===== config.mk =====
export PLATFORM = sky130hd
export DESIGN_NAME = membus_avalon_bridge
export DESIGN_NICKNAME = d
export VERILOG_FILES = /design/src/rtl/membus_pkg.sv /design/src/rtl/membus_avalon_bridge.sv
export SDC_FILE = /design/constraint.sdc
export NUM_CORES = 1
export LEC_CHECK = 0
export ABC_AREA = 1
export CORE_MARGIN = 3
export CORE_UTILIZATION = 34
export DETAILED_ROUTE_END_ITERATION = 10
export MAX_ROUTING_LAYER = met4
export PLACE_DENSITY = 0.76
export REMOVE_ABC_BUFFERS = 1
export SLEW_MARGIN = 10
export SYNTH_ARGS = -nofsm -noshare
export SYNTH_HDL_FRONTEND = slang
export SYNTH_SLANG_ARGS = --single-unit
export TNS_END_PERCENT = 1

===== constraint.sdc =====
create_clock -name clk -period 1.3 [get_ports clk]
set_clock_uncertainty 0.1 [all_clocks]
set_input_delay 0.195 -clock clk [delete_from_list [all_inputs] [get_ports clk]]
set_output_delay 0.195 -clock clk [all_outputs]
set_load 0.005 [all_outputs]

===== src/rtl/membus_pkg.sv =====
// Shared definitions for the PDP-10 membus to Avalon bridge.
package membus_pkg;

  localparam int WORD_W = 36;
  localparam int MA_W   = 18;

  typedef enum logic [2:0] {
    ST_IDLE   = 3'd0,
    ST_RD     = 3'd1,
    ST_RDRS   = 3'd2,
    ST_WRWAIT = 3'd3,
    ST_WR     = 3'd4,
    ST_DONE   = 3'd5
  } state_t;

endpackage


===== src/rtl/membus_avalon_bridge.sv =====
// PDP-10 membus slave port that turns processor memory cycles into single
// Avalon-MM read/write transactions on the local memory.
//
// state     | meaning
// ----------+--------------------------------------------------------------
// IDLE      | waiting for an m_rq_cyc rise that hits this window
// RD        | a_read held until the slave drops waitrequest
// RDRS      | read data on m_mb_out with m_rd_rs for one cycle
// WRWAIT    | waiting for write-restart carrying the write data
// WR        | a_write held until the slave drops waitrequest
// DONE      | waiting for the processor to drop m_rq_cyc
module membus_avalon_bridge
  import membus_pkg::*;
#(
  parameter logic [MA_W-1:0] BASE      = 18'o000000,
  parameter int              SIZE_LOG2 = 14
) (
  input  logic              clk,
  input  logic              reset,
  input  logic              m_rq_cyc,
  input  logic              m_rd_rq,
  input  logic              m_wr_rq,
  input  logic [MA_W-1:0]   m_ma,
  input  logic              m_wr_rs,
  input  logic [WORD_W-1:0] m_mb_in,
  output logic              m_addr_ack,
  output logic              m_rd_rs,
  output logic [WORD_W-1:0] m_mb_out,
  output logic [MA_W-1:0]   a_address,
  output logic              a_read,
  output logic              a_write,
  output logic [WORD_W-1:0] a_writedata,
  input  logic [WORD_W-1:0] a_readdata,
  input  logic              a_waitrequest
);

  // Word-offset bits inside the window; everything above must match BASE.
  localparam logic [MA_W-1:0] OFS_MASK = MA_W'((64'd1 << SIZE_LOG2) - 64'd1);

  state_t              r_state;
  logic                r_prev_cyc;
  logic                r_wr_req;
  logic                r_abort;
  logic                r_addr_ack;
  logic                r_rd_rs;
  logic [WORD_W-1:0]   r_mb_out;
  logic [MA_W-1:0]     r_a_address;
  logic                r_a_read;
  logic                r_a_write;
  logic [WORD_W-1:0]   r_a_writedata;

  logic                w_hit;
  logic                w_start;

  // Decode a fresh cycle that targets this window with at least one request bit.
  always_comb begin
    w_hit   = (m_ma & ~OFS_MASK) == (BASE & ~OFS_MASK);
    w_start = m_rq_cyc && !r_prev_cyc && (m_rd_rq || m_wr_rq) && w_hit;
  end

  // Bus-cycle sequencer; all outputs come straight from registers. The
  // previous-cycle flag resets high so a cycle straddling reset is ignored.
  always_ff @(posedge clk) begin
    if (!reset) begin
      r_state       <= ST_IDLE;
      r_prev_cyc    <= 1'b1;
      r_wr_req      <= 1'b0;
      r_abort       <= 1'b0;
      r_addr_ack    <= 1'b0;
      r_rd_rs       <= 1'b0;
      r_mb_out      <= '0;
      r_a_address   <= '0;
      r_a_read      <= 1'b0;
      r_a_write     <= 1'b0;
      r_a_writedata <= '0;
    end else begin
      r_prev_cyc <= m_rq_cyc;
      r_addr_ack <= 1'b0;
      r_rd_rs    <= 1'b0;
      r_mb_out   <= '0;
      case (r_state)
        ST_IDLE: begin
          if (w_start) begin
            r_a_address <= m_ma & OFS_MASK;
            r_wr_req    <= m_wr_rq;
            r_abort     <= 1'b0;
            r_addr_ack  <= 1'b1;
            if (m_rd_rq) begin
              r_a_read <= 1'b1;
              r_state  <= ST_RD;
            end else begin
              r_state  <= ST_WRWAIT;
            end
          end
        end
        ST_RD: begin
          // An abandoned read still completes on the slave side, silently.
          if (!m_rq_cyc) r_abort <= 1'b1;
          if (!a_waitrequest) begin
            r_a_read <= 1'b0;
            if (r_abort || !m_rq_cyc) begin
              r_state <= ST_IDLE;
            end else begin
              r_rd_rs  <= 1'b1;
              r_mb_out <= a_readdata;
              r_state  <= ST_RDRS;
            end
          end
        end
        ST_RDRS: begin
          if (!m_rq_cyc)     r_state <= ST_IDLE;
          else if (r_wr_req) r_state <= ST_WRWAIT;
          else               r_state <= ST_DONE;
        end
        ST_WRWAIT: begin
          if (!m_rq_cyc) begin
            r_state <= ST_IDLE;
          end else if (m_wr_rs) begin
            r_a_writedata <= m_mb_in;
            r_a_write     <= 1'b1;
            r_state       <= ST_WR;
          end
        end
        ST_WR: begin
          if (!m_rq_cyc) r_abort <= 1'b1;
          if (!a_waitrequest) begin
            r_a_write <= 1'b0;
            r_state   <= (r_abort || !m_rq_cyc) ? ST_IDLE : ST_DONE;
          end
        end
        ST_DONE: begin
          if (!m_rq_cyc) r_state <= ST_IDLE;
        end
        default: r_state <= ST_IDLE;
      endcase
    end
  end

  assign m_addr_ack  = r_addr_ack;
  assign m_rd_rs     = r_rd_rs;
  assign m_mb_out    = r_mb_out;
  assign a_address   = r_a_address;
  assign a_read      = r_a_read;
  assign a_write     = r_a_write;
  assign a_writedata = r_a_writedata;

endmodule


# After elaboration in Yosys (flattened, before gate mapping)
# Index checks and enable logic that the tools add are counted.
[totals]
out_inout_bits = 94
ff_bits = 96
word_cells = 73
[classes]
bitwise = 2
n_reduce_logical = 22
n_eq_ne = 14
n_mux = 24
[op_table]
columns = ["operator", "count"]
rows = [
  ["$mux W3", 9],
  ["$logic_not A18 Y1", 1],
  ["$pmux W3 S6", 1],
  ["$ne A2 B2 Y1 const B", 8],
  ["$mux W1", 9],
  ["$reduce_and A4 Y1", 2],
  ["$eq A3 B2 Y1 const B", 2],
  ["$eq A3 B3 Y1 const B", 2],
  ["$pmux W1 S2", 3],
  ["$reduce_and A3 Y1", 2],
  ["$reduce_bool A2 Y1", 3],
  ["$reduce_and A5 Y1", 1],
  ["$mux W2", 2],
  ["$reduce_and A2 Y1", 2],
  ["$reduce_or A4 Y1", 1],
  ["$eq A3 B1 Y1 const B", 1],
  ["$logic_and A1 B1 Y1", 3],
  ["$logic_not A3 Y1", 1],
  ["$ne A3 B3 Y1 const B", 1],
  ["$reduce_or A3 Y1", 1],
  ["$logic_not A1 Y1", 2],
  ["$logic_or A1 B1 Y1", 2],
  ["$not A1 Y1", 2],
  ["$reduce_or A2 Y1", 1],
]

# Longest topological paths before layout
# Gate-level depths: netlist (run 1).
[depth]
ltp_word = 6
mapped_depth = 9
depth_no_buf = 9

# Least setup slack after synthesis (run 1)
# Ideal clock, no wire load.
[synth_timing]
path_kind = "flip-flop to flip-flop"
start = "register r_state[2]"
end = "register r_a_writedata[0] (netlist: a_writedata[0])"
t_arrival_ps = 1201
t_required_ps = 1084
stages_incl_launch_ff = 8
setup_slack_ps = -117
cell_sequence = "dfxtp_1 > inv_2 > nand3_1 > nor3_2 > clkinv_1 > buf_2 > nor2_1 > nor2_1"
[synth_between]
elab_chain_len = 2
[synth_lines]
columns = ["element", "line", "source"]
rows = [
  ["start, declared", "membus_avalon_bridge.sv:40", "state_t r_state;"],
  ["start signal, assigned", "membus_avalon_bridge.sv:128", "r_state <= (r_abort || !m_rq_cyc) ? ST_IDLE : ST_DONE;"],
  ["$eq A3 B2 Y1", "membus_avalon_bridge.sv:81", "case (r_state)"],
  ["$reduce_and A3 Y1 (no source line)", "-", ""],
  ["end signal, assigned", "membus_avalon_bridge.sv:119", "r_a_writedata <= m_mb_in;"],
  ["end, declared", "membus_avalon_bridge.sv:50", "logic [WORD_W-1:0] r_a_writedata;"],
]
# Every way passes these cells.
# A chain may end at the register's enable or synchronous reset.

# Worst setup path in the final report (run 1)
[layout_timing]
start = "register r_state[0]"
end = "register r_mb_out[9] (netlist: m_mb_out[9])"
[layout_between]
elab_chain_len = 3
[layout_lines]
columns = ["element", "line", "source"]
rows = [
  ["$eq A3 B1 Y1", "membus_avalon_bridge.sv:81", ""],
  ["$not A1 Y1 (no source line)", "-", ""],
  ["$reduce_or A4 Y1 (no source line)", "-", ""],
  ["end signal, assigned", "membus_avalon_bridge.sv:105", "r_mb_out <= a_readdata;"],
  ["end, declared", "membus_avalon_bridge.sv:46", "logic [WORD_W-1:0] r_mb_out;"],
]
# Every way passes these cells.

==> impl_metrics.env, run 1 <==
export IMPL_outcome="finished with violations"
export IMPL_violations="negative setup slack"
export IMPL_reg2reg_slack_ns=-0.16
export IMPL_crit_type="reg2reg"
export IMPL_die_area_um2=11100
export IMPL_ant_nets=0
export IMPL_p_per_area_nw_per_um2=1170
export IMPL_firstDrtPassIters=4
export IMPL_ys_top_cells_by_area="dfxtp_1, nor2_1, inv_1, o21ai_0, nand2_1"
export IMPL_cts_tree="done"
export IMPL_die_y_um=105
export IMPL_numClockSinks=96
export IMPL_nFillCells=868
export IMPL_grt_max_degree=37
export IMPL_drtIter0Drc=125
export IMPL_post_route_min_period_ns=1.46
export IMPL_synth_cell_types=23
export IMPL_min_delay_path_depth=3
export IMPL_via_count=3294
export IMPL_timing_fmax_ghz=0.687
export IMPL_hpwl_um=7370
export IMPL_seq_area_frac_synth_pct=57.1
export IMPL_yosys_warnings=0
export IMPL_clock_latency_ns=0.34
export IMPL_drv_cap=0
export IMPL_end_kind="flop"
export IMPL_drc=0
export IMPL_ctsHtreeMaxLevel=3
export IMPL_postSynthCellCount=428
export IMPL_peakVddDrop_mv=0.695
export IMPL_pre_cts_ws_ns=-0.514
export IMPL_period_share_pct=112
export IMPL_cp_start_kind="flop"
export IMPL_routabilityCongestion=0.871
export IMPL_drt_wl_total_um=9760
export IMPL_clk_pin_slew_ns=0.09
export IMPL_synth_seq_cells=96
export IMPL_initial_core_util_pct=35.7
export IMPL_rr_worst_depth=9
export IMPL_diodes=0
export IMPL_power_leakage_nw=2.91
export IMPL_fin_ws_ns=-0.155
export IMPL_r2r_start="r_state[0]"
export IMPL_synth_top_area_cell="dfxtp_1"
export IMPL_wire_per_inst_um=12.8
export IMPL_final_hold_violation_count=0
export IMPL_nNetsFinal=724
export IMPL_setup_viol=92
export IMPL_rsz0062_at_grt="yes"
export IMPL_synthFlopType="dfxtp_1"
export IMPL_critPathMaxFanout=36
export IMPL_cts_buffer_depth=2
export IMPL_grt_usage_pct=18.2
export IMPL_design_core_area_um2=9420
export IMPL_syn_to_final_growth_pct=68.6
export IMPL_synth_top_area_share_pct=57.1
export IMPL_layout_drive_gt1_share_pct=13.0
export IMPL_hold_class="in2reg"
export IMPL_cts_setup_buffers=0
export IMPL_netlist_area_um2=3360
export IMPL_io_pin_count=191
export IMPL_cts_root_buf="clkbuf_8"
export IMPL_worstHoldStart="a_readdata[28]"
export IMPL_die_w_um=105
export IMPL_reg2reg_to="m_mb_out[9]"
export IMPL_stdcell_count=761
export IMPL_grt_pass1_wl_um=15800
export IMPL_drv_slew=0
export IMPL_rows=35
export IMPL_cp_arrival_ns=1.63
export IMPL_io_buffers=186
export IMPL_syn_avg_cell_area_um2=7.86
export IMPL_gr_total_overflow=0
export IMPL_grt_antenna_before_repair=0
export IMPL_hold_path_endpoint="m_mb_out[28]"
export IMPL_first_global_vias=3345
export IMPL_async_flop_share_pct=0
export IMPL_via_per_inst=4.33
export IMPL_dp_cells=745
export IMPL_required_ns=1.48
export IMPL_synth_edf_count=0
export IMPL_yosysMostFrequentCell="nor2_1"
export IMPL_synthTopCellsByCount="nor2_1, dfxtp_1, inv_1, o21ai_0, nand2_1"
export IMPL_numCtsBuffers=9
[flip-flops by register name, summed over array words and instances (netlist names)]
register / count
m_addr_ack: 1
m_rd_rs: 1
a_read: 1
r_wr_req: 1
r_state: 3
a_write: 1
r_prev_cyc: 1
m_mb_out: 36
a_address: 14
a_writedata: 36
r_abort: 1
[layout make-up]
| cell class | instances | area, µm² | share of cell area (%) |
|---|---|---|---|
| Tap cell | 129 | 161 | 2.85 |
| Inverter | 72 | 274 | 4.83 |
| Multi-Input combinational cell | 240 | 1100 | 19.4 |
| Timing Repair Buffer | 208 | 1960 | 34.6 |
| Sequential cell | 96 | 1950 | 34.4 |
| Clock buffer | 10 | 128 | 2.25 |
| Clock inverter | 6 | 93.8 | 1.65 |
[power by group]
part           switching (mW)  leakage (nW)  internal [mW]  total, mW
logic                   0.601          2.02          0.706       1.31
clock network            1.03         0.107           1.09       2.13
registers              0.0939         0.785           3.11       3.20
total                    1.73          2.91           4.91       6.64
[cells by family after synthesis]
| group | Yosys count | share of synthesized area, % |
|---|---|---|
| other cells | 1 | 0.112 |
| simple gates | 162 | 19.4 |
| flops | 96 | 57.1 |
| compound gates | 74 | 11.3 |
| buf+inv | 95 | 12.1 |
[placed cells by master (no fill, tap or decap), types with 3 or more instances in the layout]
| cell | n |
|---|---|
| clkinv_4 | 3 |
| clkbuf_8 | 9 |
| inv_2 | 5 |
| clkdlybuf4s15_1 | 4 |
| o211ai_1 | 3 |
| buf_12 | 3 |
| dlygate4sd2_1 | 86 |
| o21ai_0 | 46 |
| conb_1 | 4 |
| dfxtp_2 | 18 |
| nor2_1 | 119 |
| buf_4 | 18 |
| nand2_2 | 3 |
| nand3_2 | 4 |
| clkdlybuf4s50_1 | 96 |
| nand2_1 | 22 |
| o21ai_1 | 7 |
| inv_1 | 65 |
| a21oi_1 | 17 |
| nor2_2 | 7 |
| dfxtp_1 | 76 |
[per-layer routing]
metal  GRT usage (%)  share of wire (%)  routed length (µm)  vias to the layer above
met4            6.75                2.8                 272                        0
met2            31.8                 53                5140                      114
li1                -                  -                   -                     1678
met3            4.90                5.3                 519                       26
met5               -                  0                   0                        -
met1            19.7                 39                3820                     1476
[worst max path at each step]
| stage | slack, ns | to | startpoint |
|---|---|---|---|
| finish | -0.16 | m_mb_out[9] | r_state[0] |
| global route | -0.28 | m_mb_out[8] | r_state[0] |
| CTS | -0.16 | m_mb_out[8] | r_state[0] |
| detailed placement | -0.51 | a_writedata[2] | m_rq_cyc |
| global placement | -0.46 | a_writedata[19] | m_rq_cyc |
| floorplan | -1.59 | a_writedata[0] | r_state[2] |
[timing repair]
item | 4_1_cts | 5_1_grt
gates resized for setup | 123 | 15
pin swaps | 3 | 0
setup endpoints to repair | 183 | 103
hold buffers | 0 | 0
[critical path, stage by stage, from the launching register on]
cell,delay [ns]
dfxtp_4,0.39
inv_4,0.04
nor2_4,0.10
inv_2,0.06
nor2_4,0.11
nand2_2,0.08
nor3_4,0.14
inv_2,0.07
buf_12,0.17
nor2_1,0.11
[stage by stage]
stage	utilization [%]	power, mW	TNS (ns)	hold slack (ns)	cell area, µm²
5_1_grt	60.2	7.01	-17.81	0.243	5670
2_1_floorplan	-	3.73	-62.20	0.165	3240
3_3_place_gp	58.1	4.52	-38.67	0.330	5470
6_report	60.2	6.64	-9.00	0.258	5670
4_1_cts	59.9	6.70	-6.50	0.231	5640
3_5_place_dp	58.1	4.56	-41.44	0.333	5470
(Power assumes the default switching activity.)
==> inputs of run 2 (changes only) <==
--- a/config.mk
+++ b/config.mk
@@ -8,6 +8,7 @@
 export ABC_AREA = 1
 export CORE_MARGIN = 3
 export CORE_UTILIZATION = 34
+export CTS_CLUSTER_DIAMETER = 120
 export DETAILED_ROUTE_END_ITERATION = 10
 export MAX_ROUTING_LAYER = met4
 export PLACE_DENSITY = 0.76
==> results of run 2 <==
The final DEF is identical to that of run 1; final timing and power are the same.
